## src/rtl/s2p_symbol_mapper.sv

```systemverilog
// Serial-to-parallel symbol grouper for the PSK/QAM mappers. It samples one bit per
// bit period, packs BPS bits into a symbol and strobes each completed symbol for one clock.
module s2p_symbol_mapper #(
  parameter int BPS          = 2,
  parameter int BIT_PERIOD   = 10,
  parameter int SAMPLE_PHASE = 0,
  parameter int CNT_W        = 8,
  localparam int IDX_W       = (BPS > 1) ? $clog2(BPS) : 1
) (
  input  logic             clk,
  input  logic             rst,
  input  logic             en,
  input  logic             sync,
  input  logic             msb_first,
  input  logic             data_in,
  output logic [BPS-1:0]   sym_out,
  output logic             sym_valid,
  output logic [IDX_W-1:0] bit_idx
);

  localparam logic [CNT_W-1:0] BCNT_ZERO   = {CNT_W{1'b0}};
  localparam logic [CNT_W-1:0] BCNT_ONE    = CNT_W'(1);
  localparam logic [CNT_W-1:0] BCNT_LAST   = CNT_W'(BIT_PERIOD - 1);
  localparam logic [CNT_W-1:0] BCNT_SAMPLE = CNT_W'(SAMPLE_PHASE);
  localparam logic [IDX_W-1:0] IDX_ZERO    = {IDX_W{1'b0}};
  localparam logic [IDX_W-1:0] IDX_ONE     = IDX_W'(1);
  localparam logic [IDX_W-1:0] IDX_LAST    = IDX_W'(BPS - 1);
  localparam logic [BPS-1:0]   SR_ZERO     = {BPS{1'b0}};

  logic [CNT_W-1:0] bcnt_r, bcnt_nxt_s;
  logic [IDX_W-1:0] idx_r, idx_nxt_s;
  logic [BPS-1:0]   sr_r, sr_nxt_s;
  logic [BPS-1:0]   sym_out_r, sym_nxt_s;
  logic             mode_r, mode_nxt_s;
  logic             valid_r, valid_nxt_s;
  logic             mode_eff_s;
  logic [BPS-1:0]   shifted_s;

  // Next-state: sync beats en; bit order is latched on the first bit of each symbol.
  always_comb begin
    bcnt_nxt_s  = bcnt_r;
    idx_nxt_s   = idx_r;
    sr_nxt_s    = sr_r;
    mode_nxt_s  = mode_r;
    sym_nxt_s   = sym_out_r;
    valid_nxt_s = 1'b0;
    mode_eff_s  = mode_r;
    shifted_s   = sr_r;
    if (sync) begin
      bcnt_nxt_s = BCNT_ZERO;
      idx_nxt_s  = IDX_ZERO;
      sr_nxt_s   = SR_ZERO;
    end else if (en) begin
      if (bcnt_r == BCNT_LAST) begin
        bcnt_nxt_s = BCNT_ZERO;
      end else begin
        bcnt_nxt_s = bcnt_r + BCNT_ONE;
      end
      if (bcnt_r == BCNT_SAMPLE) begin
        mode_eff_s = (idx_r == IDX_ZERO) ? msb_first : mode_r;
        mode_nxt_s = mode_eff_s;
        shifted_s  = mode_eff_s ? {sr_r[BPS-2:0], data_in} : {data_in, sr_r[BPS-1:1]};
        sr_nxt_s   = shifted_s;
        // Explicit compare keeps non-power-of-two BPS legal.
        if (idx_r == IDX_LAST) begin
          idx_nxt_s   = IDX_ZERO;
          sym_nxt_s   = shifted_s;
          valid_nxt_s = 1'b1;
        end else begin
          idx_nxt_s   = idx_r + IDX_ONE;
        end
      end else begin
        sr_nxt_s = sr_r;
      end
    end else begin
      valid_nxt_s = 1'b0;
    end
  end

  // State and output registers with asynchronous active-low reset.
  always_ff @(posedge clk or negedge rst) begin
    if (!rst) begin
      bcnt_r    <= BCNT_ZERO;
      idx_r     <= IDX_ZERO;
      sr_r      <= SR_ZERO;
      mode_r    <= 1'b1;
      sym_out_r <= SR_ZERO;
      valid_r   <= 1'b0;
    end else begin
      bcnt_r    <= bcnt_nxt_s;
      idx_r     <= idx_nxt_s;
      sr_r      <= sr_nxt_s;
      mode_r    <= mode_nxt_s;
      sym_out_r <= sym_nxt_s;
      valid_r   <= valid_nxt_s;
    end
  end

  assign sym_out   = sym_out_r;
  assign sym_valid = valid_r;
  assign bit_idx   = idx_r;

endmodule

```

## config.mk

```make
export PLATFORM = sky130hd
export DESIGN_NAME = s2p_symbol_mapper
export DESIGN_NICKNAME = d
export VERILOG_FILES = /design/src/rtl/s2p_symbol_mapper.sv
export SDC_FILE = /design/constraint.sdc
export NUM_CORES = 1
export LEC_CHECK = 0
export ABC_AREA = 1
export ABC_CLOCK_PERIOD_IN_PS = 4200
export BUFFER_PORTS_ARGS = -buffer_cell sky130_fd_sc_hd__buf_4
export CAP_MARGIN = 20
export CORE_MARGIN = 8
export CORE_UTILIZATION = 35
export CTS_BUF_LIST = sky130_fd_sc_hd__clkbuf_8
export DETAILED_ROUTE_END_ITERATION = 12
export GPL_ROUTABILITY_DRIVEN = 0
export PLACE_DENSITY = 0.53
export SLEW_MARGIN = 20
export SYNTH_ARGS = -nofsm -noshare
export SYNTH_HDL_FRONTEND = slang
export SYNTH_SLANG_ARGS = --single-unit
```

## constraint.sdc

```tcl
create_clock -name clk -period 4.2 [get_ports clk]
set_clock_uncertainty 0.15 [all_clocks]
set_input_delay 1.05 -clock clk [delete_from_list [all_inputs] [get_ports clk]]
set_output_delay 1.05 -clock clk [all_outputs]
set_load 0.005 [all_outputs]
```

======== After elaboration in Yosys (flattened, before gate mapping) ========
Index checks and enable logic that the tools add are counted.
Widths: inputs -> output; s select.
cells by class
  add/subtract/negate cells ............... 2
  eq/ne operators ......................... 1
  muxes and demuxes ....................... 16
  bitwise logic cells ..................... 1
  reduce and logical (&&, ||, !) cells .... 6
operators by type and width
  operator             number
  $mux 8               3
  $mux 1               9
  $add 8x1->8 const B  1
  $eq 8x4->1 const B   1
  $logic_not 8->1      1
  $mux 2               4
  $reduce_and 4->1     1
  $reduce_bool 2->1    2
  $reduce_and 3->1     1
  $reduce_and 2->1     1
  $add 1x1->1 const B  1
  $not 1->1            1
storage, ports and cells
  flip-flop bits (word level) ............. 15
  input bits .............................. 6
  output and inout port bits .............. 4
  word-level logic and storage cells ...... 32

======== Longest topological paths before layout ========
Gate-level depths: netlist of run 1.
  word-level depth ........................ 5
  gate-level depth with buffers ........... 7
  gate-level depth less buffers ........... 7

======== Worst setup path before layout of run 1 ========
OpenSTA, ideal clock, no wires.
  kind .................................... input port to flip-flop
  from .................................... input port sync
  to ...................................... register sym_out_r[0] (netlist: sym_out[0])
  library setup time ...................... 0.118 ns
  arrival time ............................ 1.617 ns
  data required time ...................... 3.932 ns
  setup slack ............................. 2.314 ns
  cell stages on the path ................. 6
  path buffers ............................ 0
  cell sequence ........................... inv_1 > nand2_1 > inv_1 > nand3_2 > nand2_1 > nand2_1
between the ends
  cells in the longest elaborated chain, start to end .. 2
ends and longest elaborated chain
  what                               line  RTL
  start, declared                    13    input logic sync,
  $not 1->1 (no source line)         n/a
  $reduce_and 4->1 (no source line)  n/a
  end signal, assigned               94    sym_out_r <= sym_nxt_s;
  end, declared                      33    logic [BPS-1:0] sym_out_r, sym_nxt_s;
Every way passes these cells.
A chain may end at the register's enable or synchronous reset.

======== Worst setup path after layout of run 1 ========
  from .................................... register idx_r (netlist: bit_idx)
  to ...................................... output port bit_idx
RTL lines
  what                    line  RTL
  start, declared         31    logic [IDX_W-1:0] idx_r, idx_nxt_s;
  start signal, assigned  91    idx_r <= idx_nxt_s;
  end, declared           18    output logic [IDX_W-1:0] bit_idx
No word-level cell between the ends.

==> impl_results.md, run 1 <==
* Clk_lat worst skew at approximately 0.25 ns
* Final setup violation count at 0
* Crit Path Class: reg -> out
* Peak supply drop at between 100 and 150 µV
* Pins Over Slew Limit at 0
* Post-Syn Instances at around 110
* Ys async rst share at 1.00
* Post-Synth Simple-Gate Area at 0.361
* Antenna Cells at 0
* PwrDens at 352 mW/mm²
* Mux cell area share after synthesis at 0
* Mean post-synth cell area at approximately 8.0 µm²
* Crit-path max cell delay at ~0.48 ns
* IO Count at 10
* Residual DRC at 0
* # hold bufs at CTS at 0
* CTS resizes at 0
* Via count at around 730
* Rows at 18
* Post-synthesis compound-gate area fraction at 0.0742
* First-pass GRT wire length at 3.28 mm
* Largest family of logic cells by synthesized area: simple AND/OR/NAND/NOR gates
* CP top delay family: flip-flops
* Min-Delay Path Class: reg -> reg
* Crit start category: register
* Final hold violations at 0
* Core Region at 0.00241 mm²
* Avg WL per Cell at between 10 and 15 µm
* Via-to-Cell Ratio at approximately 4.8
* Gr ovfl total at 0
* Most frequent cell after synthesis: nand2_1
* Synth warn at 0
* Largest area contributor in the netlist: dfrtp_1
* Required @ worst endpoint at 3.00 ns
* Sequential share of the synthesized area at 0.438
* Maxcap violations at 0
* Unrepaired setup endpoints after global routing: false
* Non-Filler Instances at 151
* Top cells by area, synth: dfrtp_1, nand2_1, nand3_1
* Area growth from synthesis to layout at 17.6%
* CTS Buffer Depth at 2
* Slowest stage cell, crit path: dfrtp_1
* DP HPWL at 1.35 mm
* Root buffer cell: clkbuf_8
* Share of cells above drive strength 1 at 0.207
* Max-slew headroom at 0.682
* Synth unique cells at 19
* Post-synth top flop: dfrtp_1
* Die Ht at between 60 and 70 µm
* Die area at ~0.0043 mm²
* Initial antenna violation count at 0
* Synth cell count leaders: nand2_1, nand3_1, dfrtp_1
* Crit path buf inv count at 1
* Vias in the first global route at ~750
* Syn Std Cell Area at approximately 860 µm²
* Clock sink total at 15
* Initial core utilization at 0.357
* Largest net degree at the start of global routing at 16
* CTS tree: yes
* Num CTS Buffers at 3
* Synth top area share at 0.408
* Iteration-0 DRC Markers at 36
* Die width at between 60 and 70 µm
* Worst-path clk slew at ~0.07 ns
* Crit. End Element: output pin
* #FFs+latches synth at 15
* Syn Nets at ~120
* H-tree depth reported by CTS at 1
* XOR/XNOR share of the synthesized area at 0.0306
* Placed Cells at ~150
* Post-CTS setup repair buffer count at 0
* DRT Wirelength at about 1.8 mm
* DR pass1 iterations at 4
* Final #Nets at between 100 and 150
* Total power at between 0.3 and 0.4 mW
* Fmax achieved at about 480 MHz
* Clock period minus worst slack at ~2.1 ns
* Lkg Pwr at between 0.5 and 0.6 nW
* Port bufs at 9
* Setup TNS at 0 ns
* Crit path DAT at between 0.8 and 0.9 ns
* Gr usage total at 0.0960
* Status: complete, no violations
* CP Cell Sequence: buf_4
* Crit path max fanout at 8
* Antenna Nets Post-Route at 0
* Slew @ Worst Pin at between 0.4 and 0.5 ns
* Post-synth EDFFs at 0
* Post-Synth Adder-Cell Area at 0.0437
* Period utilisation layout at 0.499
[final timing paths]
path                            cells after the start  slack, ns                  start                     end
worst min register to register                      2       0.33     mode_r$_DFFE_PN1P_      mode_r$_DFFE_PN1P_
worst min-delay path                                2       0.33     mode_r$_DFFE_PN1P_      mode_r$_DFFE_PN1P_
worst max register to register                      7       2.77  bcnt_r[0]$_DFFE_PN0P_  sym_out[1]$_DFFE_PN0P_
worst max-delay path                                1       2.11    bit_idx$_DFFE_PN0P_                 bit_idx
min in group asynchronous                           1       0.50                    rst  sym_out[0]$_DFFE_PN0P_
max in group asynchronous                           1       3.16                    rst      mode_r$_DFFE_PN1P_
[logic make-up (layout without fill, tap and decap cells)]
group,count (synthesis),count (layout)
xor gates and xnor gates,3,3
AOI/OAI and AO/OA,10,10
buffers and inverters,12,25
DFF,15,15
and+or+nand+nor,65,65
adders and majority gates,3,3
[layer usage]
metal,GRT usage,wire length (µm),vias to the layer above
li1,-,-,378
met1,0.119,818,336
met2,0.151,808,16
met3,0.0221,108,2
met4,0.0490,15,0
met5,0,0,-
[placed cells by master (no fill, tap or decap)]
| master | count |
|---|---|
| nor2_1 | 5 |
| o21ai_1 | 3 |
| o21bai_1 | 2 |
| xor2_1 | 2 |
| nand2_2 | 4 |
| clkbuf_8 | 3 |
| xnor2_1 | 1 |
| dfrtp_1 | 14 |
| nand3_1 | 17 |
| nor2_2 | 3 |
| dfstp_2 | 1 |
| clkinv_2 | 1 |
| inv_1 | 12 |
| nor2_8 | 1 |
| o21ai_2 | 2 |
| nand4_1 | 2 |
| o21ai_0 | 2 |
| nand2_1 | 32 |
| o22ai_1 | 1 |
| buf_4 | 9 |
| ha_1 | 3 |
| nand3_2 | 1 |
[state kept, by name, summed over array words and instances, names as in the netlist]
name and flops:
bcnt_r 8, bit_idx 1, mode_r 1, sr_r 2
sym_out 2, sym_valid 1
[power breakdown]
| group | switching, mW | total [mW] | internal, mW |
|---|---|---|---|
| sequential | 0.0118 | 0.172 | 0.160 |
| clock | 0.0544 | 0.120 | 0.0657 |
| combinational | 0.0345 | 0.0637 | 0.0292 |
| total | 0.101 | 0.356 | 0.255 |
[worst register-to-register path: cells and delay by family, from the launching register on]
family	cells	cell delay, ns
buffers and inverters	1	0.08
and+or+nand+nor	5	0.50
DFF	1	0.44
adders and majority gates	1	0.16
[area by class of cell]
type / instances / area [µm²]
fillers: 252 / 1400
multi-input cells: 81 / 438
flip-flops and latches: 15 / 377
repair buffers: 9 / 67.6
inverters: 12 / 45.0
clock buffers: 3 / 41.3
well taps: 30 / 37.5
clock inverters: 1 / 5.00
[through the flow]
stage / worst slack [ns] / utilization / cell area [µm²] / hold WS (ns)
6_report: 2.11 / 0.420 / 1010 / 0.335
3_3_place_gp: 2.09 / 0.400 / 965 / 0.315
2_1_floorplan: 2.31 / - / 860 / 0.307
5_1_grt: 2.07 / 0.420 / 1010 / 0.388
4_1_cts: 2.10 / 0.420 / 1010 / 0.339
3_5_place_dp: 2.02 / 0.400 / 965 / 0.325
No activity file was read; power rests on OpenSTA's default activity.
==> run 2: changes to the inputs <==
--- a/config.mk
+++ b/config.mk
@@ -6,7 +6,7 @@
 export NUM_CORES = 1
 export LEC_CHECK = 0
 export ABC_AREA = 1
-export ABC_CLOCK_PERIOD_IN_PS = 4200
+export ABC_CLOCK_PERIOD_IN_PS = 1720
 export BUFFER_PORTS_ARGS = -buffer_cell sky130_fd_sc_hd__buf_4
 export CAP_MARGIN = 20
 export CORE_MARGIN = 8
@@ -14,7 +14,7 @@
 export CTS_BUF_LIST = sky130_fd_sc_hd__clkbuf_8
 export DETAILED_ROUTE_END_ITERATION = 12
 export GPL_ROUTABILITY_DRIVEN = 0
-export PLACE_DENSITY = 0.53
+export PLACE_DENSITY = 0.55
 export SLEW_MARGIN = 20
 export SYNTH_ARGS = -nofsm -noshare
 export SYNTH_HDL_FRONTEND = slang
==> constraint.sdc (replaced) <==
create_clock -name clk -period 1.72 [get_ports clk]
set_clock_uncertainty 0.15 [all_clocks]
set_input_delay 0.43 -clock clk [delete_from_list [all_inputs] [get_ports clk]]
set_output_delay 0.43 -clock clk [all_outputs]
set_load 0.005 [all_outputs]
==> run 2 against run 1 <==
  * Total power is 140% higher
  * Largest power group unchanged
  * Largest cell class unchanged
  * Register-to-register slack worse by 2.5 ns
  * Sequential cell count stayed put
  * Critical path depth stayed put
  * Hold slack better by 0.0042 ns
  * Utilization is 0.67 points higher
  * Final cell count is 1.3% higher
  * Critical endpoint unchanged
  * Sequential power is 140% higher
  * First-iteration DRC count is 25% lower
  * Critical path type unchanged
==> impl_results.md, run 2 (synthesis results as in run 1) <==
* Status: complete, no violations (unchanged)
* Period utilisation layout at 0.861
* H-tree depth reported by CTS at 1 (unchanged)
* Num CTS Buffers at 3 (unchanged)
* Clock sink total at 15 (unchanged)
* Slowest stage cell, crit path: dfrtp_1 (unchanged)
* Vias in the first global route at 696 (was 751)
* Initial antenna violation count at 0 (unchanged)
* Clk_lat worst skew at 0.24 ns (was 0.25 ns)
* DR pass1 iterations at 3 (was 4)
* Core Region at 0.00241 mm² (unchanged)
* Antenna Nets Post-Route at 0 (unchanged)
* Placement Cell Area at 972 µm² (was 965 µm²)
* Initial core utilization at 0.357 (unchanged)
* Unrepaired setup endpoints after global routing: false (unchanged)
* Slew @ Worst Pin at 0.269 ns (was 0.475 ns)
* Final setup violation count at 0 (unchanged)
* Pins Over Slew Limit at 0 (unchanged)
* Die width at 65.6 µm (unchanged)
* Die area at 0.00430 mm² (unchanged)
* Crit start category: register (unchanged)
* Min-Delay Path Class: reg -> reg (unchanged)
* Port bufs at 9 (unchanged)
* CTS Buffer Depth at 2 (unchanged)
* DRT Wirelength at 1.77 mm (was 1.75 mm)
* Via-to-Cell Ratio at 4.82 (was 4.85)
* Area of the multi-input gates at 438 µm² (unchanged)
* Max reg flops at 8 (unchanged)
* Avg WL per Cell at 11.5 µm (was 11.6 µm)
* Final #Nets at 133 (was 131)
* Peak supply drop at 497 µV (was 146 µV)
* Total power at 0.861 mW (was 0.356 mW)
* Lkg Pwr at 0.520 nW (was 0.510 nW)
* Antenna Cells at 0 (unchanged)
* Gr usage total at 0.0905 (was 0.0960)
* Most common cell after layout, fill and taps aside: nand2_1 (unchanged)
* Fmax achieved at roughly 680 MHz
* Crit. End Element: output pin (unchanged)
* First-pass GRT wire length at 3.04 mm (was 3.28 mm)
* FILL cells at 235 (was 252)
* CTS tree: yes (unchanged)
* Cell area after layout at 0.00103 mm² (was 0.00101 mm²)
* CP top delay family: flip-flops (unchanged)
* DP HPWL at 1.37 mm (was 1.35 mm)
* Setup TNS at 0 ns (unchanged)
* Gr ovfl total at 0 (unchanged)
* IO Count at 10 (unchanged)
* Crit path max fanout at 8 (unchanged)
* Share of cells above drive strength 1 at 0.203 (was 0.207)
* Post-CTS setup repair buffer count at 0 (unchanged)
* Crit path buf inv count at 1 (unchanged)
* Crit path DAT at 0.90 ns (was 0.89 ns)
* Required @ worst endpoint at 1.14 ns (was 3.00 ns)
* Clock period minus worst slack at around 1.5 ns
* PwrDens at 838 mW/mm² (was 352 mW/mm²)
* Die Ht at 65.6 µm (unchanged)
* CP Cell Sequence: buf_4 (unchanged)
* Final hold violations at 0 (unchanged)
* Worst-path clk slew at 0.06 ns (was 0.07 ns)
* Largest net degree at the start of global routing at 16 (unchanged)
* Most frequent cells in the layout: nand2_1, nand3_1, dfrtp_1, inv_1, buf_4 (unchanged)
* Via count at 737 (was 732)
* Residual DRC at 0 (unchanged)
* Maxcap violations at 0 (unchanged)
* Crit Path Class: reg -> out (unchanged)
* Max-slew headroom at 0.820 (was 0.682)
* Largest reg by FF count: bcnt_r (unchanged)
* Crit-path max cell delay at 0.49 ns (was 0.48 ns)
* Iteration-0 DRC Markers at 27 (was 36)
* Root buffer cell: clkbuf_8 (unchanged)
* Area growth from synthesis to layout at 19.5% (was 17.6%)
* Rows at 18 (unchanged)
* FF+latch area at 377 µm² (unchanged)
## run 2: area by class of cell
type                       count  area share
sequential                    15       0.367
tap                           30      0.0365
clock buffer                   3      0.0402
inverter                      12      0.0438
timing repair buffer          11      0.0828
clock inverter                 1     0.00365
multi-input combinational     81       0.426
## run 2: what timing repair did
item,in CTS,in global routing
hold buffers,1,0
endpoints found under the hold margin,14,0
gates resized for setup,0,0
## run 2: path summary, 6_finish.rpt
| path | from | cells past startpoint | slack [ns] | endpoint |
|---|---|---|---|---|
| worst min register to register | mode_r$_DFFE_PN1P_ | 2 | 0.34 | mode_r$_DFFE_PN1P_ |
| worst max register to register | bcnt_r[0]$_DFFE_PN0P_ | 7 | 0.31 | sym_out[1]$_DFFE_PN0P_ |
| max in group asynchronous | rst | 2 | 0.75 | mode_r$_DFFE_PN1P_ |
| worst max-delay path | bit_idx$_DFFE_PN0P_ | 1 | 0.24 | bit_idx |
| min in group asynchronous | rst | 2 | 0.43 | bcnt_r[4]$_DFFE_PN0P_ |
| worst min-delay path | mode_r$_DFFE_PN1P_ | 2 | 0.34 | mode_r$_DFFE_PN1P_ |
## run 2: power breakdown
part | leakage, nW | internal [mW] | switching (mW) | total (mW)
Combinational | 0.292 | 0.0742 | 0.0865 | 0.161
Sequential | 0.201 | 0.392 | 0.0293 | 0.421
Clock | 0.0269 | 0.158 | 0.121 | 0.279
Total | 0.520 | 0.624 | 0.237 | 0.861
## run 2: per-layer routing
layer	up-vias	share of wire	global-route usage
met1	340	0.48	0.113
li1	386	-	-
met5	-	0	0
met4	0	0.010	0.0272
met3	2	0.044	0.0374
met2	9	0.47	0.139
## run 2: stage by stage
step	setup slack, ns	cells	utilization	hold WS (ns)
5_1_grt	0.172	153	0.426	0.363
6_report	0.239	153	0.426	0.339
3_5_place_dp	0.196	148	0.403	0.149
3_3_place_gp	0.253	148	0.403	0.151
4_1_cts	0.240	153	0.426	0.342
2_1_floorplan	0.401	108	-	-0.0156
